**src/rtl/bit_stream_framer.sv**
```systemverilog
// Serial framer: hunts for a SYNC word in a gated bit stream, then deserializes
// FRAME_WORDS words of W bits (MSB first) and returns to hunting.
module bit_stream_framer #(
    parameter int             W           = 4,
    parameter logic [W-1:0]   SYNC        = 4'b1011,
    parameter int             FRAME_WORDS = 2,
    parameter int             CNT_W       = 8
) (
    input  logic             clk,
    input  logic             rst,
    input  logic             din,
    input  logic             din_valid,
    input  logic             clear,
    output logic             locked,
    output logic             sync_pulse,
    output logic [W-1:0]     par_out,
    output logic             par_valid,
    output logic             frame_done,
    output logic [CNT_W-1:0] frame_cnt
);
    localparam int FILL_W = $clog2(W + 1);
    localparam int BIT_W  = $clog2(W);
    localparam int WORD_W = $clog2(FRAME_WORDS + 1);

    localparam logic [FILL_W-1:0] FILL_MAX  = FILL_W'(W);
    localparam logic [FILL_W-1:0] FILL_HIT  = FILL_W'(W - 1);
    localparam logic [BIT_W-1:0]  BIT_LAST  = BIT_W'(W - 1);
    localparam logic [WORD_W-1:0] WORD_LAST = WORD_W'(FRAME_WORDS - 1);

    typedef enum logic {HUNT = 1'b0, LOCK = 1'b1} state_t;

    // locked is the registered copy of state and serves as its observable view.
    state_t              state;
    logic [W-1:0]        shreg;
    logic [FILL_W-1:0]   fill;
    logic [BIT_W-1:0]    bit_cnt;
    logic [WORD_W-1:0]   word_cnt;
    logic [W-1:0]        nxt;

    always_comb begin
        nxt = {shreg[W-2:0], din};
    end

    always_ff @(posedge clk or posedge rst) begin
        if (rst) begin
            state      <= HUNT;
            shreg      <= '0;
            fill       <= '0;
            bit_cnt    <= '0;
            word_cnt   <= '0;
            locked     <= 1'b0;
            sync_pulse <= 1'b0;
            par_out    <= '0;
            par_valid  <= 1'b0;
            frame_done <= 1'b0;
            frame_cnt  <= '0;
        end else if (clear) begin
            state      <= HUNT;
            shreg      <= '0;
            fill       <= '0;
            bit_cnt    <= '0;
            word_cnt   <= '0;
            locked     <= 1'b0;
            sync_pulse <= 1'b0;
            par_out    <= '0;
            par_valid  <= 1'b0;
            frame_done <= 1'b0;
            frame_cnt  <= '0;
        end else begin
            sync_pulse <= 1'b0;
            par_valid  <= 1'b0;
            frame_done <= 1'b0;
            if (din_valid) begin
                shreg <= nxt;
                case (state)
                    HUNT: begin
                        // fill >= W-1 means the current bit completes W fresh bits.
                        if (nxt == SYNC && fill >= FILL_HIT) begin
                            state      <= LOCK;
                            locked     <= 1'b1;
                            sync_pulse <= 1'b1;
                            bit_cnt    <= '0;
                            word_cnt   <= '0;
                        end else if (fill < FILL_MAX) begin
                            fill <= fill + 1'b1;
                        end
                    end
                    LOCK: begin
                        if (bit_cnt == BIT_LAST) begin
                            par_out   <= nxt;
                            par_valid <= 1'b1;
                            bit_cnt   <= '0;
                            if (word_cnt == WORD_LAST) begin
                                frame_done <= 1'b1;
                                if (frame_cnt != {CNT_W{1'b1}}) begin
                                    frame_cnt <= frame_cnt + 1'b1;
                                end
                                state    <= HUNT;
                                locked   <= 1'b0;
                                fill     <= '0;
                                word_cnt <= '0;
                            end else begin
                                word_cnt <= word_cnt + 1'b1;
                            end
                        end else begin
                            bit_cnt <= bit_cnt + 1'b1;
                        end
                    end
                    default: state <= HUNT;
                endcase
            end
        end
    end
endmodule

```
**config.mk**
```make
export PLATFORM = sky130hd
export DESIGN_NAME = bit_stream_framer
export DESIGN_NICKNAME = d
export VERILOG_FILES = /design/src/rtl/bit_stream_framer.sv
export SDC_FILE = /design/constraint.sdc
export NUM_CORES = 1
export LEC_CHECK = 0
export CORE_UTILIZATION = 25
export DETAILED_ROUTE_END_ITERATION = 10
export HOLD_SLACK_MARGIN = 0.1
export SLEW_MARGIN = 20
export SYNTH_ARGS = -nofsm -noshare
export SYNTH_HDL_FRONTEND = slang
export SYNTH_SLANG_ARGS = --single-unit
```
**constraint.sdc**
```tcl
create_clock -name clk -period 4.7 [get_ports clk]
set_clock_uncertainty 0.2 [all_clocks]
set_input_delay 0.47 -clock clk [delete_from_list [all_inputs] [get_ports clk]]
set_output_delay 0.47 -clock clk [all_outputs]
set_load 0.03 [all_outputs]
```
==> metrics.txt <==
Critical path origin=din_valid; hold path depth=2; CTS Buffer Depth=2; internal power=0.304 mW; row count=26; CTS tree=built; vias in the first global route=937; relative slew slack=around 35%; Final Hold Vio Count=0; DP Wirelength=~1.8 mm; Peak Freq=414 MHz; RD Place Congestion=0.784; commonest cells after routing, fill and taps aside=dfrtp_1 (27), clkdlybuf4s50_1 (20), nand2_1 (15); Flop pwr share=61.0%; min Tclk post-route=2.42 ns; CP Launch Type=input port; required time worst endpoint=4.66 ns; starting density of the core=25.8%; Via density=approximately 4.6; CP arrival=2.38 ns; worst IR drop on VDD=0.0000931 V; FF-to-FF Start=fill[0]; CP bufs+invs=1; share of cells above drive strength 1=3.33%; Seq cells post-synth=27; Worst Reg-to-Reg Cells=6; crit path cell chain=clkdlybuf4s50_1 -> nand4_1 -> or2_1 -> a31oi_1 -> mux2_2; P_leak=0.674 nW; outcome=complete, no violations; post-CTS setup repair buffer count=0; area leader, netlist=dfrtp_1; vias=1019; Syn Nets=141; Worst Tran Pin Value=0.975 ns; Die X=roughly 75 µm; Comb pwr share=6.0%; maxcap violations=0; drt first pass iters=4; Gate Count Post-Synth=132; n_diodes=0; nets=160; clk sink count=27; Synth cell types=36; largest fanout on the critical path=12; synth top area cells=dfrtp_1 (51%), nand2_1 (4.3%), a21oi_1 (4.2%); post-route insts no fill=220; gr usage total=9.83%; global-route wire length before repair=4.17 mm; routed len/inst=~12 µm; placed cell count=216; number of flops mapped to enable cells by yosys=0; CTS Root Cell=clkbuf_8; Setup TNS=0 ns; total die area=5570 µm²; crit path kind=input port to flip-flop; Resized Gates After CTS=0; Core Region=5110 µm²; hold_ws=0.332 ns; commonest non-fill, non-tap cell in the layout=dfrtp_1; final setup vio count=0; area delta synth->final=21.5%; Clock Pin Slew Worst Setup and Hold Paths=0.09 ns; sequential area share after synthesis=51.2%; ANT nets after route=0; DR iter-0 viols=120; Levels on crit path=5; Switch Pwr=between 0.08 and 0.09 mW; Crit path max-delay family=buffers and inverters; pwr/cell area=243 nW/µm²; post-synth top area share=51.2%; insertion delay to the later sink of the worst-skew pair=0.27 ns; DRC Markers=0; pin count of the biggest net entering global routing=28; Hold Path Class=flip-flop to flip-flop; Layout fillers=532; CTS hold repair buffers=0; die height=74.6 µm; Main synth FF type=dfrtp_1; slowest CP cell=clkdlybuf4s50_1; clock power share=33.0%; Worst path max stage delay=0.75 ns; gr ovfl total=0; port bufs=20; crit path capture type=flip-flop; Warnings, synthesis=0; Switching Fraction=21.9%; Synth Cell Area=approximately 1300 µm²; H-tree levels=1; Hold Crit Start=par_out[2]; Final period util=51.4%; RSZ-0062 raised after global routing=no; average cell area after synthesis=about 10 µm²; Routed WL=approximately 2.5 mm; Inserted Clock Buffers=3; initial antenna violation count=0; post-synthesis async set-or-reset flop share=100%; Max Slew Vio Count=0; I/O pin cnt=21
==> layout make-up <==
type                       count  area (µm²)  area share, %
timing repair buffer          20         200           12.5
tap                           70        87.6           5.46
multi-input combinational     92         568           35.4
sequential                    27         676           42.2
inverter                       7        26.3           1.64
clock buffer                   4        45.0           2.81
==> worst paths after layout <==
check / endpoint / slack, ns
hold reg to reg: par_out[2] / 0.33
max in group asynchronous: word_cnt[0] / 3.44
setup / recovery: frame_cnt[0] / 2.28
hold / removal: par_out[2] / 0.33
min in group asynchronous: frame_cnt[6] / 0.42
setup reg to reg: fill[1] / 2.29
==> metrics by stage <==
step | total power [mW] | util (%) | area [µm²] | setup WS, ns
4_1_cts | 0.395 | 31.4 | 1600 | 2.28
3_3_place_gp | 0.266 | 30.5 | 1560 | 2.05
3_5_place_dp | 0.266 | 30.5 | 1560 | 2.00
2_1_floorplan | 0.260 | - | 1320 | 2.43
5_1_grt | 0.407 | 31.4 | 1600 | 2.17
6_report | 0.389 | 31.4 | 1600 | 2.28
==> synth_stat cells, types with 2 or more instances <==
master / number
dfrtp_1: 27
nand2_1: 15
nor2_1: 14
a21oi_1: 11
inv_1: 7
nand3_1: 7
nor3_1: 6
mux2i_1: 5
ha_1: 4
o21ai_0: 3
a211oi_1: 2
a311oi_1: 2
a31oi_1: 2
buf_2: 2
clkbuf_8: 2
nand4b_1: 2
nor4_1: 2
==> registers in the layout, summed over array words and instances (netlist names) <==
name and flops:
frame_cnt 8, par_out 4, fill 3, shreg 3, bit_cnt 2, word_cnt 2
frame_done 1, locked 1, par_valid 1, state 1, sync_pulse 1
==> worst min-delay path, cell delays in order (launching register included) <==
cell     delay, ns
dfrtp_1       0.39
nand2_1       0.06
a21oi_1       0.05
==> power by group through the flow <==
stage               clock, mW  combinational (mW)  sequential [mW]
floorplan                   0              0.0184            0.241
global placement            0              0.0239            0.242
detailed placement          0              0.0239            0.242
CTS                     0.134              0.0240            0.237
global route            0.142              0.0270            0.238
finish                  0.129              0.0234            0.237
==> cell families after synthesis <==
family,after synthesis,share of synthesized area (%)
compound gates,27,13.8
fa+ha+maj,4,3.80
buf+inv,13,5.69
flops,27,51.2
mux,6,4.65
simple gates,55,20.9
==> per-layer routing <==
layer,GRT usage (%),vias up,share of wire (%)
met5,0,-,0
met4,5.03,0,2.2
met3,0.803,5,2.0
met2,16.4,15,46
met1,12.8,487,49
li1,-,512,-
(Power assumes the default switching activity.)
